File: src/rtl/joy_pkg.sv
// Shared definitions for the serial joystick scanner: FSM states, default
// parameter values and the fixed internal counter widths.
package joy_pkg;

    localparam int unsigned DefClkDiv   = 32;
    localparam int unsigned DefNbits    = 24;
    localparam int unsigned DefGapTicks = 64;

    // Widths sized for the largest legal CLK_DIV, NBITS and GAP_TICKS.
    localparam int unsigned CntW = 10;
    localparam int unsigned IdxW = 5;
    localparam int unsigned GapW = 12;

    typedef enum logic [2:0] {
        StIdle,
        StLoad,
        StSample,
        StClkHi,
        StDone
    } joy_state_e;

endpackage

File: src/rtl/joy_serial_scanner_if.sv
// Signal bundle between a host and the joystick scanner. The slave modport is
// the scanner side; the master modport is the host / chain side.
interface joy_serial_scanner_if;

    logic        ENABLE;
    logic        JOY_DATA;
    logic        JOY_CLK;
    logic        JOY_LOAD;
    logic [15:0] JOYSTICK1;
    logic [15:0] JOYSTICK2;
    logic        FRAME_DONE;
    logic        BUSY;

    modport master (
        output ENABLE, JOY_DATA,
        input  JOY_CLK, JOY_LOAD, JOYSTICK1, JOYSTICK2, FRAME_DONE, BUSY
    );

    modport slave (
        input  ENABLE, JOY_DATA,
        output JOY_CLK, JOY_LOAD, JOYSTICK1, JOYSTICK2, FRAME_DONE, BUSY
    );

endinterface

File: src/rtl/joy_tick_gen.sv
// Free-running prescaler: one-cycle tick every CLK_DIV clocks.
module joy_tick_gen
    import joy_pkg::*;
#(
    parameter int unsigned CLK_DIV = DefClkDiv
) (
    input  logic CLK,
    input  logic RESET_N,
    output logic tick_o
);

    localparam logic [CntW-1:0] CntMax = CntW'(CLK_DIV - 1);

    logic [CntW-1:0] cnt_q, cnt_d;

    // Count 0..CLK_DIV-1 and wrap.
    always_comb begin
        cnt_d = (cnt_q == CntMax) ? '0 : cnt_q + CntW'(1);
    end

    // Counter register.
    always_ff @(posedge CLK or negedge RESET_N) begin
        if (!RESET_N) begin
            cnt_q <= '0;
        end else begin
            cnt_q <= cnt_d;
        end
    end

    assign tick_o = (cnt_q == CntMax);

endmodule

File: src/rtl/joy_serial_scanner.sv
// Scans an external parallel-in/serial-out button chain: load strobe, then
// NBITS sample/clock-high tick pairs, then publishes both players' buttons.
module joy_serial_scanner
    import joy_pkg::*;
#(
    parameter int unsigned CLK_DIV   = DefClkDiv,
    parameter int unsigned NBITS     = DefNbits,
    parameter int unsigned GAP_TICKS = DefGapTicks
) (
    input  logic                 CLK,
    input  logic                 RESET_N,
    joy_serial_scanner_if.slave  joy_io
);

    localparam int unsigned     Half    = NBITS / 2;
    localparam logic [GapW-1:0] GapMax  = GapW'(GAP_TICKS);
    localparam logic [IdxW-1:0] LastIdx = IdxW'(NBITS - 1);

    logic [1:0]       rst_sync_q;
    logic             rst_n;
    logic [1:0]       data_sync_q;
    logic             tick;
    joy_state_e       state_q, state_d;
    logic [GapW-1:0]  gap_q, gap_d, gap_inc;
    logic [IdxW-1:0]  idx_q, idx_d;
    logic [NBITS-1:0] shift_q, shift_d;
    logic [15:0]      joy1_q, joy1_d, joy2_q, joy2_d;
    logic             frame_done_q, joy_clk_q, joy_load_q;

    // Reset asserts immediately, releases two clocks after RESET_N rises.
    always_ff @(posedge CLK or negedge RESET_N) begin
        if (!RESET_N) begin
            rst_sync_q <= '0;
        end else begin
            rst_sync_q <= {rst_sync_q[0], 1'b1};
        end
    end

    assign rst_n = rst_sync_q[1];

    // Two-flop synchronizer for the asynchronous chain data.
    always_ff @(posedge CLK or negedge rst_n) begin
        if (!rst_n) begin
            data_sync_q <= 2'b11;
        end else begin
            data_sync_q <= {data_sync_q[0], joy_io.JOY_DATA};
        end
    end

    joy_tick_gen #(
        .CLK_DIV (CLK_DIV)
    ) u_tick_gen (
        .CLK     (CLK),
        .RESET_N (rst_n),
        .tick_o  (tick)
    );

    // Next-state, gap, index, shift capture and output latch logic.
    always_comb begin
        state_d = state_q;
        gap_d   = gap_q;
        idx_d   = idx_q;
        shift_d = shift_q;
        joy1_d  = joy1_q;
        joy2_d  = joy2_q;
        gap_inc = (gap_q == GapMax) ? gap_q : gap_q + GapW'(1);
        unique case (state_q)
            StIdle: begin
                if (tick) begin
                    gap_d = gap_inc;
                    // The tick that completes the gap is the one that starts the frame.
                    if (gap_inc == GapMax && joy_io.ENABLE) begin
                        state_d = StLoad;
                    end
                end
            end
            StLoad: begin
                idx_d = '0;
                if (tick) begin
                    state_d = StSample;
                end
            end
            StSample: begin
                if (tick) begin
                    for (int i = 0; i < NBITS; i++) begin
                        if (idx_q == IdxW'(i)) begin
                            shift_d[i] = data_sync_q[1];
                        end
                    end
                    state_d = StClkHi;
                end
            end
            StClkHi: begin
                if (tick) begin
                    if (idx_q == LastIdx) begin
                        state_d = StDone;
                    end else begin
                        idx_d   = idx_q + IdxW'(1);
                        state_d = StSample;
                    end
                end
            end
            StDone: begin
                joy1_d           = '0;
                joy2_d           = '0;
                joy1_d[Half-1:0] = ~shift_q[Half-1:0];
                joy2_d[Half-1:0] = ~shift_q[NBITS-1:Half];
                gap_d            = '0;
                state_d          = StIdle;
            end
            default: begin
                state_d = StIdle;
            end
        endcase
    end

    // State and datapath registers; chain strobes are decoded from the next state.
    always_ff @(posedge CLK or negedge rst_n) begin
        if (!rst_n) begin
            state_q      <= StIdle;
            gap_q        <= '0;
            idx_q        <= '0;
            shift_q      <= '0;
            joy1_q       <= '0;
            joy2_q       <= '0;
            frame_done_q <= 1'b0;
            joy_clk_q    <= 1'b0;
            joy_load_q   <= 1'b1;
        end else begin
            state_q      <= state_d;
            gap_q        <= gap_d;
            idx_q        <= idx_d;
            shift_q      <= shift_d;
            joy1_q       <= joy1_d;
            joy2_q       <= joy2_d;
            frame_done_q <= (state_q == StDone);
            joy_clk_q    <= (state_d == StClkHi);
            joy_load_q   <= (state_d != StLoad);
        end
    end

    assign joy_io.JOY_CLK    = joy_clk_q;
    assign joy_io.JOY_LOAD   = joy_load_q;
    assign joy_io.JOYSTICK1  = joy1_q;
    assign joy_io.JOYSTICK2  = joy2_q;
    assign joy_io.FRAME_DONE = frame_done_q;
    assign joy_io.BUSY       = (state_q != StIdle);

endmodule

File: src/flat_wrapper.sv
// flat-port wrapper written by rule: the top's interface ports become plain ports
module joy_serial_scanner_flat import joy_pkg::*;
#(
    parameter int unsigned CLK_DIV   = DefClkDiv,
    parameter int unsigned NBITS     = DefNbits,
    parameter int unsigned GAP_TICKS = DefGapTicks
)
  (CLK, RESET_N, joy_io_ENABLE, joy_io_JOY_DATA, joy_io_JOY_CLK, joy_io_JOY_LOAD, joy_io_JOYSTICK1, joy_io_JOYSTICK2, joy_io_FRAME_DONE, joy_io_BUSY);
  joy_serial_scanner_if joy_io_i ();
  input  logic CLK;
  input  logic RESET_N;
  input wire logic [$bits(joy_io_i.ENABLE)-1:0] joy_io_ENABLE;
  input wire logic [$bits(joy_io_i.JOY_DATA)-1:0] joy_io_JOY_DATA;
  output wire logic [$bits(joy_io_i.JOY_CLK)-1:0] joy_io_JOY_CLK;
  output wire logic [$bits(joy_io_i.JOY_LOAD)-1:0] joy_io_JOY_LOAD;
  output wire logic [$bits(joy_io_i.JOYSTICK1)-1:0] joy_io_JOYSTICK1;
  output wire logic [$bits(joy_io_i.JOYSTICK2)-1:0] joy_io_JOYSTICK2;
  output wire logic [$bits(joy_io_i.FRAME_DONE)-1:0] joy_io_FRAME_DONE;
  output wire logic [$bits(joy_io_i.BUSY)-1:0] joy_io_BUSY;
  assign joy_io_i.ENABLE = joy_io_ENABLE;
  assign joy_io_i.JOY_DATA = joy_io_JOY_DATA;
  assign joy_io_JOY_CLK = joy_io_i.JOY_CLK;
  assign joy_io_JOY_LOAD = joy_io_i.JOY_LOAD;
  assign joy_io_JOYSTICK1 = joy_io_i.JOYSTICK1;
  assign joy_io_JOYSTICK2 = joy_io_i.JOYSTICK2;
  assign joy_io_FRAME_DONE = joy_io_i.FRAME_DONE;
  assign joy_io_BUSY = joy_io_i.BUSY;
  joy_serial_scanner #(.CLK_DIV(CLK_DIV), .NBITS(NBITS), .GAP_TICKS(GAP_TICKS)) u_core (.CLK(CLK), .RESET_N(RESET_N), .joy_io(joy_io_i));
endmodule
File: config.mk
export PLATFORM = sky130hd
export DESIGN_NAME = joy_serial_scanner_flat
export DESIGN_NICKNAME = d
export VERILOG_FILES = /design/src/rtl/joy_pkg.sv /design/src/rtl/joy_serial_scanner_if.sv /design/src/rtl/joy_tick_gen.sv /design/src/rtl/joy_serial_scanner.sv /design/src/flat_wrapper.sv
export SDC_FILE = /design/constraint.sdc
export NUM_CORES = 1
export LEC_CHECK = 0
export BUFFER_PORTS_ARGS = -buffer_cell sky130_fd_sc_hd__buf_2
export CORE_ASPECT_RATIO = 1.25
export CORE_MARGIN = 1
export CORE_UTILIZATION = 47
export DETAILED_ROUTE_END_ITERATION = 8
export PLACE_DENSITY_LB_ADDON = 0.15
export RECOVER_POWER = 25
export SYNTH_ARGS = -nofsm -noshare
export SYNTH_HDL_FRONTEND = slang
export SYNTH_SLANG_ARGS = --single-unit
File: constraint.sdc
create_clock -name CLK -period 6.5 [get_ports CLK]
set_input_delay 0.975 -clock CLK [delete_from_list [all_inputs] [get_ports CLK]]
set_output_delay 0.975 -clock CLK [all_outputs]
set_load 0.01 [all_outputs]
# Yosys cells after proc, flatten, opt, wreduce, memory -nomap -nowiden
# Cells that the tools add are included.
word_totals:
  reg_bits: 85
  latch_bits: 0
  ram_bits: 0
  rom_bits: 0
  in_bits: 4
  output_inout_bits: 36
  wordCells: 121
  mem_count: 0
classes:
  n_addsub: 3
  multipliers: 0
  div_mod_pow: 0
  n_lt_le_gt_ge: 0
  n_eq_ne: 35
  shift: 0
  n_mux: 14
  bitwise: 2
  n_reduce_logical: 32
op_table:
  columns: ["operator", "count"]
  rows:
  - ["AND reduction 3 bit", 25]
  - ["== test 5 x 4 -> 1 bit (second input constant)", 8]
  - ["== test 5 bit (second input constant)", 8]
  - ["== test 12 x 7 -> 1 bit (second input constant)", 2]
  - ["2-to-1 mux 12 bit", 2]
  - ["NOT 12 bit", 2]
  - ["case mux 12 bit (2 select lines)", 1]
  - ["== test 5 x 3 -> 1 bit (second input constant)", 4]
  - ["2-to-1 mux 3 bit", 6]
  - ["adder 12 x 1 -> 12 bit (second input constant)", 1]
  - ["case mux 3 bit (4 select lines)", 1]
  - ["adder 10 x 1 -> 10 bit (second input constant)", 1]
  - ["== test 10 x 5 -> 1 bit (second input constant)", 1]
  - ["== test 5 x 2 -> 1 bit (second input constant)", 2]
  - ["2-to-1 mux 10 bit", 1]
  - ["2-to-1 mux 5 bit", 2]
  - ["case mux 5 bit (2 select lines)", 1]
  - ["== test 3 x 2 -> 1 bit (second input constant)", 3]
  - ["adder 5 x 1 -> 5 bit (second input constant)", 1]
  - ["== test 5 x 1 -> 1 bit (second input constant)", 1]
  - ["logical NOT 5 bit", 1]
  - ["inequality test 2 x 1 -> 1 bit (second input constant)", 2]
  - ["nonzero test 2 bit", 2]
  - ["== test 3 x 1 -> 1 bit (second input constant)", 1]
  - ["other kinds (7)", 7]

# Logic depth before layout (Yosys ltp)
depth:
  depth_word: 8
  depth_mapped: 8
  ltp_nobuf: 8

# By module
# From an unflattened synthesis, not the netlist that was laid out.
unflattened:
  hier_cells: 389
  area_unflattened_um2: 4043.9
by_module_without_submodules:
  columns: ["mod", "instances", "cells_each", "area_each_um2", "seq_area_each_um2"]
  rows:
  - ["joy_serial_scanner", 1, 348, 3585.9, 1880.6]
  - ["joy_tick_gen", 1, 41, 457.9, 250.2]

# Least setup slack after synthesis
# Ideal clock, no wire load.
synth_path:
  path_kind: "reg-to-reg"
  from: "register u_core.u_tick_gen.cnt_q[5]"
  to: "register u_core.shift_q[14]"
  setup_ns: 0.125
  arrival_time_ns: 1.989
  t_required_ns: 6.375
  slack_ns: 4.386
  path_stages_with_launch: 8
  n_path_buf: 1
  synth_period_minus_slack_ns: 2.114
  cell_sequence: "dfrtp_1 buf_6 or4_4 nor3_2 and4_4 and2_4 nand3_1 mux2_4"
synth_between:
  elab_chain_len: 2
synth_lines:
  columns: ["element", "line", "source"]
  rows:
  - ["start: declaration", "joy_tick_gen.sv:14", "logic [CntW-1:0] cnt_q, cnt_d;"]
  - ["start signal: assignment", "joy_tick_gen.sv:26", "cnt_q <= cnt_d;"]
  - ["== test 10 x 5 -> 1 bit", "joy_tick_gen.sv:30", "assign tick_o = (cnt_q == CntMax);"]
  - ["AND reduction 3 bit (no line)", null, null]
  - ["end signal: assignment", "joy_serial_scanner.sv:133", "shift_q <= shift_d;"]
  - ["end: declaration", "joy_serial_scanner.sv:26", "logic [NBITS-1:0] shift_q, shift_d;"]
# No other way between the ends.
# A chain may end at the register's enable or synchronous reset.

==> results.sh <==
export IMPL_final_period_utilization=0.491
export IMPL_clock_fmax_ghz=0.314
export IMPL_final_area_mm2=0.00444
export IMPL_synth_edf_count=0
export IMPL_core_mm2=0.00833
export IMPL_cts_tree="done"
export IMPL_drtPass1Iterations=4
export IMPL_num_rows=37
export IMPL_ir_drop_mv=0.118
export IMPL_final_util=0.532
export IMPL_power_total_uw=960
export IMPL_io_pins=40
export IMPL_port_buffers=31
export IMPL_min_period_ns=3.19
export IMPL_avgSynthCellArea_um2=10.2
export IMPL_cts_root_buffer="clkbuf_8"
export IMPL_violations="max-capacitance violations, max-slew violations"
export IMPL_grt_setup_unrepaired="no"
export IMPL_tightestPinTransition_ns=3.21
export IMPL_drive_above_1_share=0.198
export IMPL_timing_slew_headroom=-1.14
export IMPL_postSynthCellCount=402
export IMPL_ctsHtreeMaxLevel=3
export IMPL_post_drt_via_cell_ratio=5.48
export IMPL_grt_pass1_vias=2607
export IMPL_cts_reportedPaths_clkPinSlew_ns=0.09
export IMPL_critPathLaunchType="register"
export IMPL_die_w_um=85.4
export IMPL_drtIter0Drc=107
export IMPL_clk_latency_ns=0.36
export IMPL_die_h_um=106
export IMPL_hold_violations=0
export IMPL_path_class="reg -> async"
export IMPL_cts_buffer_depth=2
export IMPL_p_per_area_mw_per_mm2=216
export IMPL_die_area_mm2=0.00907
export IMPL_p_leak_uw=0.00212
export IMPL_antenna_found_initial=0
export IMPL_setup_tns_ns=0
export IMPL_ys_seq_area_frac=0.521
export IMPL_synth_cell_types=54
export IMPL_drv_slew=84
export IMPL_finalClockSkew_ns=0.0143
export IMPL_ys_warn_count=0
export IMPL_hold_class="reg -> reg"
export IMPL_end_kind="async pin"
export IMPL_post_cts_buffers=0
export IMPL_cts_sinks=85
export IMPL_wl_per_cell_um=14.5
export IMPL_outcome="complete, but fails checks"
export IMPL_place_area_mm2=0.00422
export IMPL_fin_nets=432
export IMPL_initial_utilization=0.490
export IMPL_vias=2863
export IMPL_gr_total_overflow=0
export IMPL_ys_ff_latch=85
export IMPL_setup_viol=0
export IMPL_cts_hold_buf=0
export IMPL_grt_max_degree=84
export IMPL_cap_viol_max_count=1
export IMPL_crit_required_ns=6.25
export IMPL_async_flop_share=1.00
export IMPL_cp_arrival_ns=2.94
export IMPL_cts_resized=0
export IMPL_cp_max_fo=83
export IMPL_dp_hpwl_mm=5.09
export IMPL_area_growth_pct=8.54
export IMPL_remaining_drc_errors=0
export IMPL_cts_buffers=9
export IMPL_grt_pass1_wl_mm=12.6
export IMPL_place_congestion=0.785
export IMPL_postRouteAntennaNets=0
export IMPL_track_usage=0.177
export IMPL_num_antenna_cells=0
export IMPL_syn_area_mm2=0.00409
export IMPL_yosys_most_used_dff="dfrtp_1"
export IMPL_totalWireLength_mm=7.56
-- synthesized netlist by cell type, drive strengths merged (9+ instances only) --
cell | count | area [µm²]
a21oi | 9 | 45.0
mux2 | 24 | 282
dfrtp | 82 | 2050
nand2 | 65 | 244
inv | 11 | 41.3
clkbuf | 13 | 48.8
xnor2 | 10 | 87.6
nor3 | 12 | 81.3
nand4 | 10 | 62.6
buf | 18 | 125
nand3 | 21 | 105
nor2 | 20 | 77.6
o21ai | 43 | 215
-- report_power, final --
part	switching [µW]	internal (µW)	leakage, µW
logic	2.65	0.769	0.000861
clock network	195	220	0.000107
registers	11.5	530	0.00115
-- flip-flops by register name, indices dropped and copies added, names as in the netlist --
name,count
u_core.rst_sync_q,2
u_core.idx_q,5
u_core.joy_io.JOYSTICK1,12
u_core.joy_io.FRAME_DONE,1
u_core.joy_io.JOY_CLK,1
u_core.joy_io.JOYSTICK2,12
u_core.gap_q,12
u_core.data_sync_q,2
u_core.u_tick_gen.cnt_q,10
u_core.state_q,3
u_core.shift_q,24
u_core.joy_io.JOY_LOAD,1
-- kinds of logic after synthesis --
logic type / Yosys count / synth area share
XOR/XNOR: 15 / 0.0321
other: 2 / 0.00184
AND/OR/NAND/NOR: 155 / 0.192
buffers and inverters: 43 / 0.0536
multiplexers: 25 / 0.0713
AO/OA/AOI/OAI: 69 / 0.103
adder cells (fa/ha/maj): 8 / 0.0245
flip-flops: 85 / 0.521
-- path summary, 6_finish.rpt --
check                                                          start                               to  slack (ns)  cells after the start
worst min-delay path                 u_core.data_sync_q[0]$_DFF_PN1_  u_core.data_sync_q[1]$_DFF_PN1_        0.36                      0
max in group CLK                u_core.u_tick_gen.cnt_q[5]$_DFF_PN0_   u_core.shift_q[13]$_DFFE_PN0P_        3.80                      6
worst min register to register       u_core.data_sync_q[0]$_DFF_PN1_  u_core.data_sync_q[1]$_DFF_PN1_        0.36                      0
worst max-delay path                  u_core.rst_sync_q[1]$_DFF_PN0_      u_core.idx_q[0]$_DFFE_PN0P_        3.31                      0
worst max register to register        u_core.rst_sync_q[1]$_DFF_PN0_      u_core.idx_q[0]$_DFFE_PN0P_        3.31                      0
min in group asynchronous                                    RESET_N   u_core.rst_sync_q[1]$_DFF_PN0_        0.38                      1
-- final cells by class --
cell class              count  area (µm²)
clock buffers              10         128
repair buffers             31         154
flip-flops and latches     85        2130
well taps                  97         121
multi-input cells         281        1760
fillers                   760        3900
inverters                  12        45.0
clock inverters             6        93.8
-- metal layers --
layer,GRT usage,share of wire,vias up
met1,0.251,0.49,1386
met2,0.264,0.46,52
met4,0.0714,0.018,0
met3,0.0380,0.031,13
li1,-,-,1412
met5,0,0,-
-- placed cells by master (no fill, tap or decap), types with 2 or more instances in the layout --
cell type / instances
dfrtp_1: 82
nand2_1: 65
o21ai_0: 36
buf_2: 30
nand3_1: 21
nor2_1: 19
mux2_2: 15
inv_1: 10
nand4_1: 10
xnor2_1: 10
nor3_1: 9
a21oi_1: 9
conb_1: 9
clkbuf_8: 9
ha_1: 8
o21ai_1: 7
mux2_1: 6
nor2b_1: 5
xor2_1: 5
or3_1: 3
a22oi_1: 3
and2_4: 3
mux2_4: 3
o31ai_2: 3
dfstp_2: 3
or4_4: 2
nor3_2: 2
nand2b_1: 2
a31oi_1: 2
or4_1: 2
nor4_1: 2
a211oi_1: 2
o41ai_2: 2
bufinv_16: 2
inv_6: 2
clkbuf_1: 2
-- metrics by stage --
| step | setup WS (ns) | std cells | hold slack, ns |
|---|---|---|---|
| after global routing | 2.57 | 522 | 0.365 |
| final | 3.31 | 522 | 0.362 |
| after CTS | 3.78 | 522 | 0.364 |
| after detailed placement | 3.79 | 506 | 0.345 |
| after global placement | 3.84 | 506 | 0.339 |
| after floorplan | 3.96 | 409 | 0.331 |
(Power assumes the default switching activity.)
